$ cat config.mk
export PLATFORM = sky130hd
export DESIGN_NAME = shake256_squeeze
export DESIGN_NICKNAME = d
export VERILOG_FILES = /design/src/rtl/shake_pkg.sv /design/src/rtl/squeeze_word_mux.sv /design/src/rtl/shake256_squeeze.sv
export SDC_FILE = /design/constraint.sdc
export NUM_CORES = 2
export LEC_CHECK = 0
export ABC_CLOCK_PERIOD_IN_PS = 5000
export CORE_AREA = 2 2 466 468
export CTS_BUF_LIST = sky130_fd_sc_hd__clkbuf_16
export DETAILED_ROUTE_END_ITERATION = 12
export DIE_AREA = 0 0 468 470
export PLACE_DENSITY = 0.52
export SYNTH_ARGS = -nofsm -noshare
export SYNTH_HDL_FRONTEND = slang
export SYNTH_SLANG_ARGS = --single-unit
$ cat constraint.sdc
create_clock -name clk -period 5 [get_ports clk]
set_input_delay 1.5 -clock clk [delete_from_list [all_inputs] [get_ports clk]]
set_output_delay 1.5 -clock clk [all_outputs]
set_load 0.05 [all_outputs]
$ cat src/rtl/shake_pkg.sv
// Shared constants, FSM state type and byte-enable helper for the SHAKE256 squeeze path.
package shake_pkg;

    localparam int RATE_BITS  = 1088;
    localparam int RATE_BYTES = RATE_BITS / 8;
    localparam int KEEP_MAX   = 64;

    typedef enum logic [2:0] {
        IDLE,
        WAIT_BLK,
        EMIT,
        REQ,
        FIN
    } state_t;

    // MSB-first byte enable: bits [wbytes-1 -: nbytes] set, everything else clear.
    function automatic logic [KEEP_MAX-1:0] keep_mask(input int unsigned nbytes,
                                                      input int unsigned wbytes);
        logic [KEEP_MAX-1:0] m;
        m = '0;
        for (int unsigned i = 0; i < KEEP_MAX; i++) begin
            if (i < wbytes && i + nbytes >= wbytes) m[i] = 1'b1;
        end
        return m;
    endfunction

endpackage

$ cat src/rtl/squeeze_word_mux.sv
// Selects the current output word from the rate buffer and trims it to the bytes still owed.
module squeeze_word_mux
    import shake_pkg::*;
#(
    parameter int RATE  = RATE_BITS,
    parameter int W     = 64,
    parameter int LEN_W = 16,
    parameter int IDX_W = $clog2(RATE / W),
    parameter int NB_W  = $clog2(W / 8) + 1
) (
    input  logic             en,
    input  logic [RATE-1:0]  buffer,
    input  logic [IDX_W-1:0] word_idx,
    input  logic [LEN_W-1:0] remaining,
    output logic [W-1:0]     data,
    output logic [W/8-1:0]   keep,
    output logic             last,
    output logic [NB_W-1:0]  nbytes
);

    localparam int KB = W / 8;

    logic [W-1:0] word;

    assign word   = buffer[RATE-1-W*int'(word_idx) -: W];
    assign nbytes = (remaining >= LEN_W'(KB)) ? NB_W'(KB) : NB_W'(remaining);
    assign keep   = en ? KB'(keep_mask(32'(nbytes), KB)) : '0;
    assign last   = en && (remaining <= LEN_W'(KB));

    // NOTE: defaulting every always_comb output before any branch keeps it from inferring a latch.
    always_comb begin
        data = '0;
        for (int b = 0; b < KB; b++) begin
            if (keep[b]) data[8*b +: 8] = word[8*b +: 8];
        end
    end

endmodule

$ cat src/rtl/shake256_squeeze.sv
// Squeeze side of SHAKE256: serialises permuted rate blocks into W-bit words, truncated to out_len bytes.
module shake256_squeeze
    import shake_pkg::*;
#(
    parameter int RATE  = RATE_BITS,
    parameter int W     = 64,
    parameter int LEN_W = 16
) (
    input  logic             clk,
    input  logic             rst,
    input  logic             start,
    input  logic [LEN_W-1:0] out_len,
    input  logic             blk_valid,
    output logic             blk_ready,
    input  logic [RATE-1:0]  blk_data,
    output logic             perm_req,
    output logic             dout_valid,
    input  logic             dout_ready,
    output logic [W-1:0]     dout_data,
    output logic [W/8-1:0]   dout_keep,
    output logic             dout_last,
    output logic             busy,
    output logic             done
);

    localparam int WPB   = RATE / W;
    localparam int IDX_W = $clog2(WPB);
    localparam int NB_W  = $clog2(W / 8) + 1;

    state_t           state, state_n;
    logic [LEN_W-1:0] remaining;
    logic [IDX_W-1:0] word_idx;
    logic [RATE-1:0]  buffer;
    logic [NB_W-1:0]  nbytes;
    logic             emit_hs;

    squeeze_word_mux #(
        .RATE (RATE),
        .W    (W),
        .LEN_W(LEN_W),
        .IDX_W(IDX_W),
        .NB_W (NB_W)
    ) u_mux (
        .en       (dout_valid),
        .buffer   (buffer),
        .word_idx (word_idx),
        .remaining(remaining),
        .data     (dout_data),
        .keep     (dout_keep),
        .last     (dout_last),
        .nbytes   (nbytes)
    );

    assign emit_hs = (state == EMIT) && dout_ready;

    always_comb begin
        state_n = state;
        case (state)
            IDLE:     if (start) state_n = (out_len == '0) ? FIN : WAIT_BLK;
            WAIT_BLK: if (blk_valid) state_n = EMIT;
            EMIT: begin
                if (emit_hs) begin
                    if (dout_last)                           state_n = FIN;
                    else if (word_idx == IDX_W'(WPB - 1))    state_n = REQ;
                end
            end
            REQ:      state_n = WAIT_BLK;
            FIN:      state_n = IDLE;
            default:  state_n = IDLE;
        endcase
    end

    // Control outputs are registered from the next state so each one is a clean decode of state.
    always_ff @(posedge clk) begin
        if (rst) begin
            state      <= IDLE;
            remaining  <= '0;
            word_idx   <= '0;
            // NOTE: the buffer is cleared on reset so dout_data reads zero until a block is accepted.
            buffer     <= '0;
            blk_ready  <= 1'b0;
            perm_req   <= 1'b0;
            dout_valid <= 1'b0;
            busy       <= 1'b0;
            done       <= 1'b0;
        end else begin
            // NOTE: non-blocking assignments make every register update from pre-edge values.
            state      <= state_n;
            blk_ready  <= (state_n == WAIT_BLK);
            perm_req   <= (state_n == REQ);
            dout_valid <= (state_n == EMIT);
            busy       <= (state_n != IDLE);
            done       <= (state_n == FIN);

            if (state == IDLE && start && out_len != '0) remaining <= out_len;

            if (state == WAIT_BLK && blk_valid) begin
                buffer   <= blk_data;
                word_idx <= '0;
            end

            if (emit_hs) begin
                remaining <= remaining - LEN_W'(nbytes);
                if (!dout_last && word_idx != IDX_W'(WPB - 1)) word_idx <= word_idx + 1'b1;
            end
        end
    end

endmodule

[Word level (Yosys, flattened, before mapping)]
Cells that the tools add are included.
Widths: inputs -> output; s select.
Operators by class
  add/subtract/negate cells: 10
  muxes and demuxes: 30
  magnitude comparators: 10
  divide/modulo/power cells: 0
  bitwise operators: 0
  $mul: 0
  equal/unequal tests: 9
  reductions and logical operators: 12
  shift operators: 1
Operators by type and width (number)
  $shiftx 1151x32->64: 1
  $ge 32x4->1 const B: 7
  $mux 8: 9
  $mux 16: 2
  $add 3x4->5 const A: 4
  $mux 3: 6
  $ge 16x4->1 const B: 1
  $le 16x4->1 const B: 1
  $logic_not 16->1: 1
  $reduce_bool 16->1: 1
  $sub 16x4->16: 1
  $mux 5: 3
  $eq 3x2->1 const B: 4
  $pmux 3 s4: 1
  $sub 11x11->12 const A: 1
  $add 2x4->5 const A: 2
  $mux 1: 8
  $eq 3x1->1 const B: 2
  $logic_and 1x1->1: 6
  $add 1x4->5 const A: 1
  $add 5x1->5 const B: 1
  $eq 5x5->1 const B: 1
  $ne 5x5->1 const B: 1
  $ge 4x4->1 const B: 1
  other kinds (6): 6
Word-level totals
  ROM bits: 0
  bits of input ports: 1109
  latch bits: 0
  output and inout bits: 78
  bits in writable memories: 0
  memories kept: 0
  flip-flop bits (word level): 1117

[Depth between registers and ports, before layout]
  depth in word-level cells: 7
  mapped depth: 13
  gate-level depth less buffers: 10

[By module]
A second synthesis with hierarchy kept.
Second synthesis, totals
  cell total of the unflattened synthesis: 5764
  area, all modules: 47344.2 µm²
By module, submodules not included
  shake256_squeeze: instances 1, sequential area each 22361.4 µm², area an instance 38349.3 µm², cells each 4905
  squeeze_word_mux: instances 1, sequential area each 0.0 µm², area an instance 8994.9 µm², cells each 859

[Worst setup path after synthesis]
No wires, ideal clock.
  path type: flip-flop to output port
  start: register word_idx[0]
  end: output dout_data[6]
  path buffers: 6
  arrival: 3.841 ns
  path slack: -0.341 ns
  stages on the path, launching flop included: 11
  cell sequence: dfxtp_1 > buf_2 > buf_2 > buf_1 > inv_1 > ha_1 > buf_2 > buf_1 > clkbuf_1 > mux2_2 > o31ai_1
On the way
  cells in the longest elaborated chain, start to end: 3
RTL lines
  start, declared: line shake256_squeeze.sv:32  | logic [IDX_W-1:0] word_idx;
  start signal, assigned: line shake256_squeeze.sv:104  | if (!dout_last && word_idx != IDX_W'(WPB - 1)) word_idx <= word_idx + 1'b1;
  $sub 11x11->12: line squeeze_word_mux.sv:25  | assign word = buffer[RATE-1-W*int'(word_idx) -: W];
  $shiftx 1151x32->64: line squeeze_word_mux.sv:25
  $mux 8: line squeeze_word_mux.sv:34  | if (keep[b]) data[8*b +: 8] = word[8*b +: 8];
  end, declared: line shake256_squeeze.sv:19  | output logic [W-1:0] dout_data,
Every way passes these cells.

[Worst setup path in the final report]
  start: register remaining[11]
  end: output dout_data[45]
On the way
  cells in the longest elaborated chain, start to end: 7
RTL lines
  start, declared: line shake256_squeeze.sv:31  | logic [LEN_W-1:0] remaining;
  start signal, assigned: line shake256_squeeze.sv:95  | if (state == IDLE && start && out_len != '0) remaining <= out_len;
  start signal, assigned: line shake256_squeeze.sv:103  | remaining <= remaining - LEN_W'(nbytes);
  $ge 16x4->1: line squeeze_word_mux.sv:26  | assign nbytes = (remaining >= LEN_W'(KB)) ? NB_W'(KB) : NB_W'(remaining);
  $mux 4: line squeeze_word_mux.sv:26
  $add 3x4->5: line shake_pkg.sv:22  | if (i < wbytes && i + nbytes >= wbytes) m[i] = 1'b1;
  $ge 32x4->1: line shake_pkg.sv:22
  $mux 1: line shake_pkg.sv:22
  $mux 8: line squeeze_word_mux.sv:27  | assign keep = en ? KB'(keep_mask(32'(nbytes), KB)) : '0;
  $mux 8: line squeeze_word_mux.sv:34
Every way passes these cells.

==> results.md <==
* PortBufs at 1186
* Max stage delay on crit path at 0.57 ns
* Post-Route Utilization at around a third
* Sequential area share after synthesis at a little under half
* Critical path startpoint category: flip-flop
* Worst Tran Pin Value at ~1.1 ns
* Register Area at 22400 um^2
* Sequential power share at around two fifths
* Final ANT Viol Nets at 0
* Final net count at 7959
* Critical Path RT at 3.50 ns
* Worst-Skew Late Latency at approximately 0.80 ns
* Hold Path Sink: buffer[449]$_SDFFE_PP0P_
* CP Data Arrival Time at about 3.6 ns
* HPWL Detailed at between 200 and 250 mm
* Initial Util at 22.0%
* Area contributors post-synth: dfxtp_1 (47%), nand2_1 (20%), mux4_2 (13%), a21oi_1 (12%), clkbuf_1 (3.2%)
* RSZ-0062 raised after global routing: yes
* Worst hold slack at around 0.45 ns
* Fmax at 198 MHz
* Critical path buffer and inverter count at 3
* Crit path cell chain: or4_4, nor4_4, buf_4, nand2_8, inv_6, ha_4, nand3_2, a21bo_4, a21oi_4, buf_12
* Async SR Flop Fraction at 0%
* Post-route DRC at 0
* Io pins at ~1200
* Static Leak at between 20 and 25 nW
* Peak supply drop at approximately 350 uV
* Detailed-route via count at 47200
* Max-slew violations at 0
* Core area at 216000 um^2
* Min-delay worst type: reg2reg
* Setup violations, final at 11
* CTS tree: built
* Avg Inst Size Synth at 8.21 um^2
* Switch share at 26.9%
* Avg WL per Cell at around 28 um
* Routability cong. at around 0.91
* Iter 0 DRT Violations at around 4200
* FF-to-FF Start: remaining[15]$_SDFFE_PP0P_
* WS Path Type: reg2out
* Hold path cells at 2
* Fill count at between 20000 and 25000
* Cell taking the most area after synthesis: dfxtp_1
* Violated checks: negative setup slack
* Worst path slowest cell: or4_4
* Worst R2R Setup Slack at 2.25 ns
* Vias in the first global route at around 46000
* Synthesized instance count at just under 6000
* Num CTS Buffers at roughly 140
* Post-synth EDFFs at 0
* Final hold viol count at 0
* #FFs+latches synth at approximately 1100
* Die H at about 470 um
* Number of core rows at 171
* Area of the multi-input gates at ~24000 um^2
* CP max FO at 8
* Overall Power at about 23 mW
* # hold bufs at CTS at 0
* Die area at between 200000 and 250000 um^2
* Outcome: complete, but fails checks
* Synth Area in Simple Gates at a little over a fifth
* Top_reg_cell synth: dfxtp_1
* Max-slew headroom at about a quarter
* Antenna violations before repair at 154
* Final WL at approximately 270 mm
* Most common cell after layout, fill and taps aside: nand2_1
* R2r endpoint: remaining[6]$_SDFFE_PP0P_
* Xor and xnor fraction of the mapped netlist area at less than 1%
* Combinational share of power at about an eighth
* Internal Dissipation at around 17 mW
* Share of layout cells above drive strength 1 at 14.1%
* Commonest non-fill, non-tap cells in the layout: nand2_1 (2457), clkdlybuf4s50_1 (1115), dfxtp_1 (1107)
* Post-Place Worst Slack at roughly 0.16 ns
* Net Sw Power at around 6.1 mW
* First-pass DRT Iterations at 5
* Root Driver: clkbuf_16
* Mapped Area at 47400 um^2
* Worst Reg-to-Reg Cells at 10
* Yosys cell types at 64
* Clock power share at about 45%
* Synth Area in Compound Gates at between 10% and 20%
* Adder-Cell Fraction of Synth Area at less than 1%
* Crit. End Element: primary output
* Yosys top cell area share at between 40% and 50%
* Clk buf depth at 3
* Hold wc startpoint: buffer[449]$_SDFFE_PP0P_
* Global-route wire length before repair at 367 mm
* Syn nets at 6890
* Setup slack after layout at -0.0559 ns
* Gr usage total at 23.9%
* Period utilisation layout at 101%
* Area delta synth->final at 47.3%
* PD cells at ~320 nW/um^2
* Clock-pin slew on the worst setup and hold paths at about 0.06 ns
* Main combinational cell family by area after synthesis: simple AND/OR/NAND/NOR gates
* Grt total ovfl at 0
* Multiplexer share of the synthesized area at 13.1%
* Pin count of the biggest net entering global routing at 173
* Clock net sink count at around 1100
* Post-layout min period at ~5.1 ns
* Vias per inst at about 4.8
* Area after DPL at between 60000 and 70000 um^2
* Post-route cell area at about 70000 um^2
* H-tree levels at 4
* MaxCap Viol Count at 0
* CP top delay family: simple AND/OR/NAND/NOR gates
* Setup Skew at ~0.023 ns
* Die X at between 400 and 500 um
* Yosys warns at 0
[cell families (layout without fill, tap and decap cells)]
| group | count (synthesis) | count (layout) |
|---|---|---|
| AO/OA/AOI/OAI | 1264 | 1264 |
| XOR/XNOR | 4 | 4 |
| adder cells (fa/ha/maj) | 9 | 9 |
| buffers and inverters | 482 | 1657 |
| flip-flops | 1117 | 1117 |
| multiplexers | 280 | 280 |
| other | 1 | 44 |
| AND/OR/NAND/NOR | 2615 | 2615 |
[sequential cells by signal, summed over array words and instances (netlist names)]
name        count
blk_ready       1
state           3
remaining      16
busy            1
buffer       1088
word_idx        5
done            1
dout_valid      1
perm_req        1
[worst register-to-register path, cell delays in order, from the launching register on]
cell and delay, ns:
dfxtp_2 0.32, buf_4 0.13, nor4_1 0.53, nand4_1 0.15, buf_4 0.22, nand2_1 0.09, ha_1 0.25, inv_1 0.07
o21ai_0 0.54, o311ai_0 0.20, a21oi_1 0.18
[what timing repair did]
action | CTS | global route
buffers inserted | 42 | 7
endpoints found under the hold margin | 0 | 0
setup endpoints to repair | 69 | 57
pin swaps | 36 | 11
gates resized for setup | 256 | 28
cloned | 12 | 2
[worst max path at each step]
stage / start / endpoint / slack [ns] / cells past startpoint
CTS: word_idx[0]$_SDFF_PP0_ / dout_data[62] / -0.11 / 10
finish: remaining[11]$_SDFFE_PP0P_ / dout_data[45] / -0.06 / 10
floorplan: word_idx[0]$_SDFF_PP0_ / dout_data[6] / 0.09 / 10
detailed placement: remaining[12]$_SDFFE_PP0P_ / dout_data[62] / 0.16 / 10
global placement: remaining[12]$_SDFFE_PP0P_ / dout_data[62] / 0.13 / 10
global route: remaining[11]$_SDFFE_PP0P_ / dout_data[56] / -0.17 / 12
[layer usage]
metal | track usage [%] | share of wire [%]
met2 | 40.1 | 48
met4 | 8.32 | 3.5
met5 | 0 | 0.15
met3 | 5.47 | 7.2
met1 | 30.0 | 41
[synthesized netlist by cell type, types with 3 or more instances]
master and n:
a21o_1 3, a21oi_1 1145, a21oi_2 8, a22o_1 16, a22oi_1 49, a31oi_1 5
a32oi_1 3, and2_1 7, buf_1 8, buf_2 47, buf_4 8, buf_6 4
clkbuf_1 405, dfxtp_1 1117, ha_1 9, inv_1 9, mux2i_1 6, mux4_2 272
nand2_1 2528, nand2b_1 4, nand3_1 15, nand4_1 4, nor2_1 17, nor2b_1 3
nor3_1 4, nor3b_1 3, nor4_1 6, o211ai_1 7, o21a_1 3, o21ai_0 6
o31ai_1 3, or2_2 3, or3_1 3, xnor2_1 3
[stage by stage]
stage / TNS (ns) / cells
6_report: -0.280 / 9844
5_1_grt: -5.91 / 9830
4_1_cts: -1.15 / 9792
3_5_place_dp: 0 / 9494
3_3_place_gp: 0 / 9494
2_1_floorplan: 0 / 5772
[cell type report]
class                           count  area share (%)
Sequential cell                  1117            32.1
Timing Repair Buffer             1403            21.6
Inverter                           10          0.0645
Clock inverter                    106            1.53
Tap cell                         2854            5.12
Antenna cell                       43           0.154
Clock buffer                      138            4.95
Multi-Input combinational cell   4173            34.5
[power by group through the flow]
stage / Combinational [mW] / Sequential (mW) / Clock [mW]
after floorplan: 1.19 / 9.58 / 0
after global placement: 2.80 / 9.69 / 0
after detailed placement: 2.81 / 9.69 / 0
after CTS: 2.98 / 9.50 / 10.4
after global routing: 3.18 / 9.53 / 10.8
final: 2.98 / 9.50 / 10.2
(Power assumes the default switching activity.)
